### src/rtl/text_lcd_pkg.sv
// text_lcd_pkg: shared types and constants for the text LCD arbiter and its helpers
package text_lcd_pkg;
  localparam int LCD_LINE_W = 128;
  localparam logic [LCD_LINE_W-1:0] LCD_BLANK_LINE = {16{8'h20}};
  typedef enum logic [1:0] {BG, LOAD, HOLD} state_t;
endpackage

### src/rtl/ms_tick_gen.sv
// ms_tick_gen: free-running 1 ms tick generator
// Ports: clk, rst_n (async, active low), tick (one-cycle pulse every CLK_HZ/1000 cycles)
module ms_tick_gen #(
  parameter int CLK_HZ = 50_000_000
) (
  input  logic clk,
  input  logic rst_n,
  output logic tick
);
  localparam int DIV = CLK_HZ / 1000;
  localparam int CW = (DIV > 1) ? $clog2(DIV) : 1;
  logic [CW-1:0] r_cnt;
  assign tick = (r_cnt == CW'(DIV - 1));
  always_ff @(posedge clk or negedge rst_n)
    if (!rst_n) r_cnt <= '0;
    else        r_cnt <= tick ? '0 : r_cnt + 1'b1;
endmodule

### src/rtl/text_lcd_arbiter.sv
// text_lcd_arbiter: shares a 16x2 text LCD between a live background source and prioritised one-shot messages
// Ports: clk, rst_n (async, active low); req/req_line1/req_line2 per-source post pulse and text;
//        line1/line2 text to the LCD controller; grant capture pulse; owner shown source; busy message shown
module text_lcd_arbiter import text_lcd_pkg::*; #(
  parameter int N_REQ   = 4,
  parameter int CLK_HZ  = 50_000_000,
  parameter int HOLD_MS = 2000
) (
  input  logic                        clk,
  input  logic                        rst_n,
  input  logic [N_REQ-1:0]            req,
  input  logic [N_REQ*LCD_LINE_W-1:0] req_line1,
  input  logic [N_REQ*LCD_LINE_W-1:0] req_line2,
  output logic [LCD_LINE_W-1:0]       line1,
  output logic [LCD_LINE_W-1:0]       line2,
  output logic [N_REQ-1:0]            grant,
  output logic [$clog2(N_REQ)-1:0]    owner,
  output logic                        busy
);
  localparam int OW = $clog2(N_REQ);
  localparam int HW = $clog2(HOLD_MS);
  state_t           r_state, w_next;
  logic [N_REQ-1:0] r_pend;
  logic [HW-1:0]    r_hold;
  logic [OW-1:0]    w_sel;
  logic             w_tick, w_any, w_pre, w_exp;
  ms_tick_gen #(.CLK_HZ(CLK_HZ)) u_tick (.clk(clk), .rst_n(rst_n), .tick(w_tick));
  always_comb begin
    w_sel = '0;
    for (int i = 1; i < N_REQ; i++) if (r_pend[i]) w_sel = OW'(i);
  end
  assign w_any = |r_pend;
  // sel == owner counts as preemption so a repost refreshes the hold
  assign w_pre = w_any && (w_sel >= owner);
  assign w_exp = w_tick && (r_hold == HW'(HOLD_MS - 1));
  always_comb
    w_next = r_state == BG   ? (w_any ? LOAD : BG) :
             r_state == LOAD ? HOLD :
             (w_pre || w_exp) ? (w_any ? LOAD : BG) : HOLD;
  always_ff @(posedge clk or negedge rst_n)
    if (!rst_n) begin
      r_state <= BG;
      r_pend  <= '0;
      r_hold  <= '0;
    end else begin
      r_state <= w_next;
      // a post arriving on its own grant edge stays pending and is served again
      r_pend  <= (r_state == LOAD ? r_pend & ~(N_REQ'(1) << w_sel) : r_pend) | {req[N_REQ-1:1], 1'b0};
      r_hold  <= r_state == LOAD ? '0 : (r_state == HOLD && w_tick) ? r_hold + 1'b1 : r_hold;
    end
  always_ff @(posedge clk or negedge rst_n)
    if (!rst_n) begin
      line1 <= LCD_BLANK_LINE;
      line2 <= LCD_BLANK_LINE;
      grant <= '0;
      owner <= '0;
      busy  <= 1'b0;
    end else if (r_state == LOAD) begin
      line1 <= req_line1[w_sel*LCD_LINE_W +: LCD_LINE_W];
      line2 <= req_line2[w_sel*LCD_LINE_W +: LCD_LINE_W];
      grant <= N_REQ'(1) << w_sel;
      owner <= w_sel;
      busy  <= 1'b1;
    end else begin
      grant <= '0;
      // background follows live, and is picked up on the same edge a hold expires
      if (r_state == BG || w_next == BG) begin
        line1 <= req_line1[LCD_LINE_W-1:0];
        line2 <= req_line2[LCD_LINE_W-1:0];
        owner <= '0;
        busy  <= 1'b0;
      end
    end
endmodule

### config.mk
export PLATFORM = sky130hd
export DESIGN_NAME = text_lcd_arbiter
export DESIGN_NICKNAME = d
export VERILOG_FILES = /design/src/rtl/text_lcd_pkg.sv /design/src/rtl/ms_tick_gen.sv /design/src/rtl/text_lcd_arbiter.sv
export SDC_FILE = /design/constraint.sdc
export NUM_CORES = 1
export LEC_CHECK = 0
export ABC_AREA = 1
export CAP_MARGIN = 20
export CORE_AREA = 2 2 506 508
export DETAILED_ROUTE_END_ITERATION = 8
export DIE_AREA = 0 0 508 510
export SYNTH_ARGS = -nofsm -noshare
export SYNTH_HDL_FRONTEND = slang
export SYNTH_HIERARCHICAL = 1
export SYNTH_SLANG_ARGS = --single-unit
### constraint.sdc
create_clock -name clk -period 2.2 [get_ports clk]
set_input_delay 0.33 -clock clk [delete_from_list [all_inputs] [get_ports clk]]
set_output_delay 0.33 -clock clk [all_outputs]
set_load 0.1 [all_outputs]
==> flow_summary.ini, run 1 <==
[synthesis]
yosysWarningCount = 6
ys_ff_latch = 296
syn_area_per_cell_um2 = 6.00
syn_nets = 4602
yosysSeqAreaShare = 0.348
yosys.area.top_type_share = 0.348
yosys.area.top_type = nand2_1
synth_area_leaders = nand2_1 35%, dfrtp_1 31%, nand3b_1 9.0%, nand3_1 6.4%, nor2_1 5.1%
synth_cell_types = 28
synth_area_mm2 = 0.0214
postSynthCellCount = 3569

[finish]
stdcell_count = 8430
nets = 5985
fillers = 29100
mostFrequentLayoutCells = 1822 x nand2_1, 1027 x clkdlybuf4s50_1, 426 x buf_4, 287 x nor2_1, 273 x nand3_1
drive_above_1_share = 0.168
mostFrequentLayoutCell = nand2_1
area_growth_pct = 99.7

[sta]
tightest_slew_ps = 739
max_freq_mhz = 449
rsz0062_at_grt = true
min_period_ps = 2230
drv_slew = 0
hold_violations = 0
clock_skew_ps = 60.2
setup_violations = 51
layout_setup_ws_ps = -25.8
finalCritPeriodShare = 1.01
relSlewSlack = 0.510

[power_and_ir_drop]
power_density_mw_per_mm2 = 1650
peakVddDrop_mv = 0.823
power.leakage_nw = 19.7
p_total_mw = 70.6

[routing]
routed_wl_um = 212000
antenna_left = 0
first_iter_violations = 2585
vias = 30100
wl_per_cell_um = 25.1
drtPass1Iterations = 5
vias_per_cell = 3.57
drc = 0

[worst_hold_path]
holdCritPathClass = in -> async

[floorplan]
rows = 185
dieArea_mm2 = 0.259
core-area_mm2 = 0.253
die_x_um = 508
die-height_um = 510
ios = 1293
start_util = 0.0845

[placement]
gp_congestion = 0.966
dp_hpwl_um = 178000
portBuffers = 1291
place_inst = 8247

[setup_path]
worstPathMaxFanout = 6
end_kind = register
cp_data_required_time_ps = 2800
startpoint_type = register
worstSetupPathType = reg -> reg
cp.arrival_ps = 2830

[grt]
antenna_found_initial = 171
grt_use_total = 0.151
grt_pass1_vias = 28300
grt_start_max_net_pins = 68
grt.overflow.total = 0
grt_pass1_wl_um = 262000

[flow_run]
drv_cap = 0

[clock_network]
cts_max_level = 2
cts_tree = built
clockBufferDepth = 3
cts_buffers = 43
root_buffer = clkbuf_16
cts.sinks = 296
clk_pin_slew_ps = 60
clock_latency_ps = 700

[run_status]
status = complete, but fails checks
violations = setup timing
[logic make-up after synthesis]
family	after synthesis	share of synthesized area
compound gates	28	0.00777
xor+xnor	5	0.00205
fa+ha+maj	3	0.00175
buf+inv	416	0.0829
flops	296	0.348
simple gates	2821	0.558
[path summary, 6_finish.rpt]
path	startpoint	to	cells after the start	slack [ps]
setup / recovery	u_tick/r_cnt[10]	line1[33]	14	-30
hold / removal	rst_n	line2[84]	2	200
setup reg to reg	u_tick/r_cnt[10]	line1[33]	14	-30
hold reg to reg	line2[13]	line2[13]	2	460
max in group asynchronous	rst_n	line2[6]	4	1160
min in group clk	req_line2[5]	line2[5]	5	250
[sequential cells by signal, summed over array words and instances (netlist names)]
| signal | count |
|---|---|
| busy | 1 |
| owner | 2 |
| r_state | 2 |
| r_hold | 11 |
| line1 | 128 |
| r_pend | 4 |
| u_tick/r_cnt | 16 |
| line2 | 128 |
| grant | 4 |
[where the power goes]
part | leakage, nW | total, mW | switching [mW] | internal, mW
combinational | 15.6 | 53.0 | 38.9 | 14.1
clock | 0.710 | 7.61 | 3.39 | 4.22
sequential | 3.45 | 10.0 | 1.66 | 8.35
total | 19.7 | 70.6 | 43.9 | 26.7
[synth_stat cells]
cell type / instances
nand2_1: 1986
nor2_1: 291
nand3_1: 274
dfrtp_1: 264
nand3b_1: 257
inv_1: 174
buf_2: 119
clkbuf_1: 82
dfstp_2: 32
buf_1: 20
buf_4: 17
o21ai_0: 13
a21oi_1: 5
xor2_1: 5
inv_2: 4
nor2_2: 4
ha_1: 3
nor3_1: 3
o21bai_1: 3
a31oi_1: 2
nand2_2: 2
nand4_1: 2
o21ai_1: 2
a21o_1: 1
a22oi_1: 1
nand3_2: 1
nor3_4: 1
o21ai_4: 1
[repair_timing]
item | 4_1_cts | 5_1_grt
endpoints found under the hold margin | 196 | 0
gates resized for setup | 8 | 278
pin swaps | 1 | 181
buffers inserted | 1 | 5
endpoints found under the setup margin | 56 | 251
cloned | 0 | 19
hold buffers | 1 | 0
[critical path, cell delays in order (launching register included)]
cell       delay, ps
dfrtp_1          380
nor2_1           130
nand2_1          110
nor2_2           140
nand2_2           70
inv_2             60
nand2_1           40
nor2_1           110
nand3_2          120
o21ai_4          240
buf_12           210
clkbuf_16        230
clkbuf_16        180
nand2_2           50
nand2_1           70
[layout make-up]
type	instances	area [um^2]	share of cell area
Inverter	178	686	0.0160
Timing Repair inverter	1	5.00	0.000117
Multi-Input combinational cell	2857	12900	0.302
Tap cell	3366	4210	0.0985
Antenna cell	77	193	0.00451
Clock buffer	57	1190	0.0278
Timing Repair Buffer	1575	15900	0.371
Clock inverter	23	270	0.00632
Sequential cell	296	7450	0.174
[metal layers]
layer / vias to the layer above / track usage / routed length [um] / share of wire
li1: 13900 / - / - / -
met1: 14000 / 0.167 / 76500 / 0.36
met2: 1720 / 0.252 / 99900 / 0.47
met3: 432 / 0.0645 / 24800 / 0.12
met4: 108 / 0.0648 / 9710 / 0.046
met5: - / 0 / 703 / 0.0033
[through the flow]
stage / hold WS [ps] / setup slack (ps) / util / setup TNS, ps / cell area, um^2
2_1_floorplan: 34.4 / 129 / - / 0 / 21400
3_3_place_gp: 277 / -66.9 / 0.157 / -1520 / 39700
3_5_place_dp: 278 / -82.5 / 0.157 / -2840 / 39700
4_1_cts: 130 / 6.63 / 0.163 / 0 / 41200
5_1_grt: 177 / -188 / 0.168 / -34620 / 42700
6_report: 199 / -25.8 / 0.169 / -534 / 42800
No activity file was read; power rests on OpenSTA's default activity.
==> run 2, diff against run 1 <==
GPL_ROUTABILITY_DRIVEN = 0   (was not set)
MAX_ROUTING_LAYER = met4   (was not set)
==> run 2 against run 1 <==
Compared with the run above: the run still ends with setup timing left; first-iteration DRC count is 4.5% higher; sequential power hardly changed; final area is 0.68% lower; via count is 0.97% lower; combinational power is 2% lower; total power is 1.2% lower; register-to-register slack worse by 50 ps; count of clock-buffer cells in the layout is 4 lower; largest cell class unchanged; largest power group unchanged; highest routed layer is now met4.
==> flow_summary.ini, run 2 (same netlist as run 1, synthesis figures left out) <==
[finish]
multi_input_area_mm2 = 0.0125
stdcell_count = 8471
drive_above_1_share = 0.151
seqCellArea_mm2 = 0.00745
top_regs = line1 (128), line2 (128), u_tick/r_cnt (16)
final_util = 0.168
mostFrequentLayoutCells = 1909 x nand2_1, 1027 x clkdlybuf4s50_1, 429 x buf_4, 287 x nor2_1, 272 x nand3_1
fillers = 29200
mostFrequentLayoutCell = nand2_1
area_growth_pct = 98.4
nets = 5985

[grt]
met2_usage = 0.250
antenna_found_initial = 174
grt.met3_usage = 0.0704
grt_pass1_vias = 28000
grt_pass1_wl_um = 258000
grt_use_total = 0.154
grt_use_met1 = 0.160
grt.overflow.total = 0
grt_start_max_net_pins = 67
grt.busiest_layer = met2

[setup_path]
ff2ff_path_depth = 15
reg2reg_to = line1[64]
worstSetupPathType = reg -> reg
cp_data_required_time_ps = 2740
worstPathMaxFanout = 17
end_kind = register
startpoint_type = register
r2r-start = u_tick/r_cnt[0]
cp.arrival_ps = 2810
r2r_slack_ps = -70

[power_and_ir_drop]
power.leakage_nw = 19.6
power_density_mw_per_mm2 = 1640
peakVddDrop_mv = 0.967

[clock_network]
root_buffer = clkbuf_16
cts_tree = built
cts_buffers = 42
cts_max_level = 2
clk_pin_slew_ps = 60
clock_latency_ps = 690
cts.sinks = 296
clockBufferDepth = 3

[flow_run]
drv_cap = 0

[sta]
min_period_ps = 2270
layout_setup_ws_ps = -71.7
finalCritPeriodShare = 1.03
hold_ws_ps = 252
clock_skew_ps = 46.3
relSlewSlack = 0.518
max_freq_mhz = 440
drv_slew = 0
hold_violations = 0
setup_violations = 42
tns_ps = -1300
tightest_slew_ps = 728
rsz0062_at_grt = true

[routing]
drtPass1Iterations = 6
drc = 0
routed_wl_um = 207000
first_iter_violations = 2702
wl_per_cell_um = 24.4
antenna_left = 0
vias = 29800
vias_per_cell = 3.52

[floorplan]
ios = 1293
die_x_um = 508
core-area_mm2 = 0.253
die-height_um = 510
start_util = 0.0845
rows = 185
dieArea_mm2 = 0.259

[placement]
place_inst = 8239
portBuffers = 1291
dp_hpwl_um = 175000

[run_status]
violations = setup timing
status = complete, but fails checks

[worst_hold_path]
holdCritPathClass = in -> async
## run 2: cell types whose count changed in the layout (fill, tap and decap cells not counted), sizes merged
cell | previous run | this run
bufinv | 3 | 6
clkinvlp | 4 | 1
buf | 534 | 538
diode | 77 | 120
bufbuf | 0 | 1
inv | 182 | 181
clkinv | 13 | 14
clkbuf | 70 | 63
## run 2: final cells by class
type	count	share of cell area
antenna	120	0.00707
clock buffer	53	0.0274
clock inverter	24	0.00831
inverter	178	0.0163
multi-input combinational	2857	0.295
sequential	296	0.175
tap	3366	0.0992
timing repair buffer	1577	0.371
## run 2: report_power, final
group	switching, mW	internal, mW
clock network	3.23	4.50
registers	1.68	8.36
logic	38.2	13.8
total	43.1	26.6
## run 2: per-stage QoR
step	power, mW	setup WS (ps)	cell area, um^2
final	69.7	-71.7	42500
after global routing	73.1	-187	42400
after CTS	68.6	-0.653	41400
after detailed placement	59.6	-139	39500
after global placement	59.4	-126	39500
after floorplan	40.5	129	21400
## run 2: what timing repair did
item	4_1_cts	5_1_grt
hold endpoints to repair	25	0
pin swaps	3	77
hold buffers	1	0
buffers inserted	12	6
setup endpoints to repair	113	251
cloned	4	12
gates resized for setup	18	150
## run 2: how the worst max path moves through the flow
stage	start	to	slack (ps)	cells past startpoint
2_1_floorplan	u_tick/r_cnt[0]	line1[32]	130	14
3_3_place_gp	r_pend[3]	line1[103]	-130	10
3_5_place_dp	r_pend[3]	line1[103]	-140	10
4_1_cts	u_tick/r_cnt[1]	line1[33]	-0.7	15
5_1_grt	u_tick/r_cnt[0]	line1[108]	-190	15
6_report	u_tick/r_cnt[0]	line1[64]	-70	15
## run 2: critical path, cell delays in order (launching register included)
cell,delay (ps)
dfrtp_1,350
ha_2,190
nand3_2,90
nor2_2,110
nand2_2,70
inv_2,60
nand2_2,50
nor2_2,80
nand3_2,100
buf_4,160
nand2_4,60
o21ai_4,80
buf_12,160
clkbuf_16,300
nand2_1,70
nand2_1,50
## run 2: per-layer routing
metal | wire length [um] | vias up | part of all wire
met4 | 9690 | 0 | 0.047
met3 | 27000 | 308 | 0.13
met5 | 0 | - | 0
li1 | - | 13900 | -
met1 | 73100 | 13900 | 0.35
met2 | 97000 | 1766 | 0.47
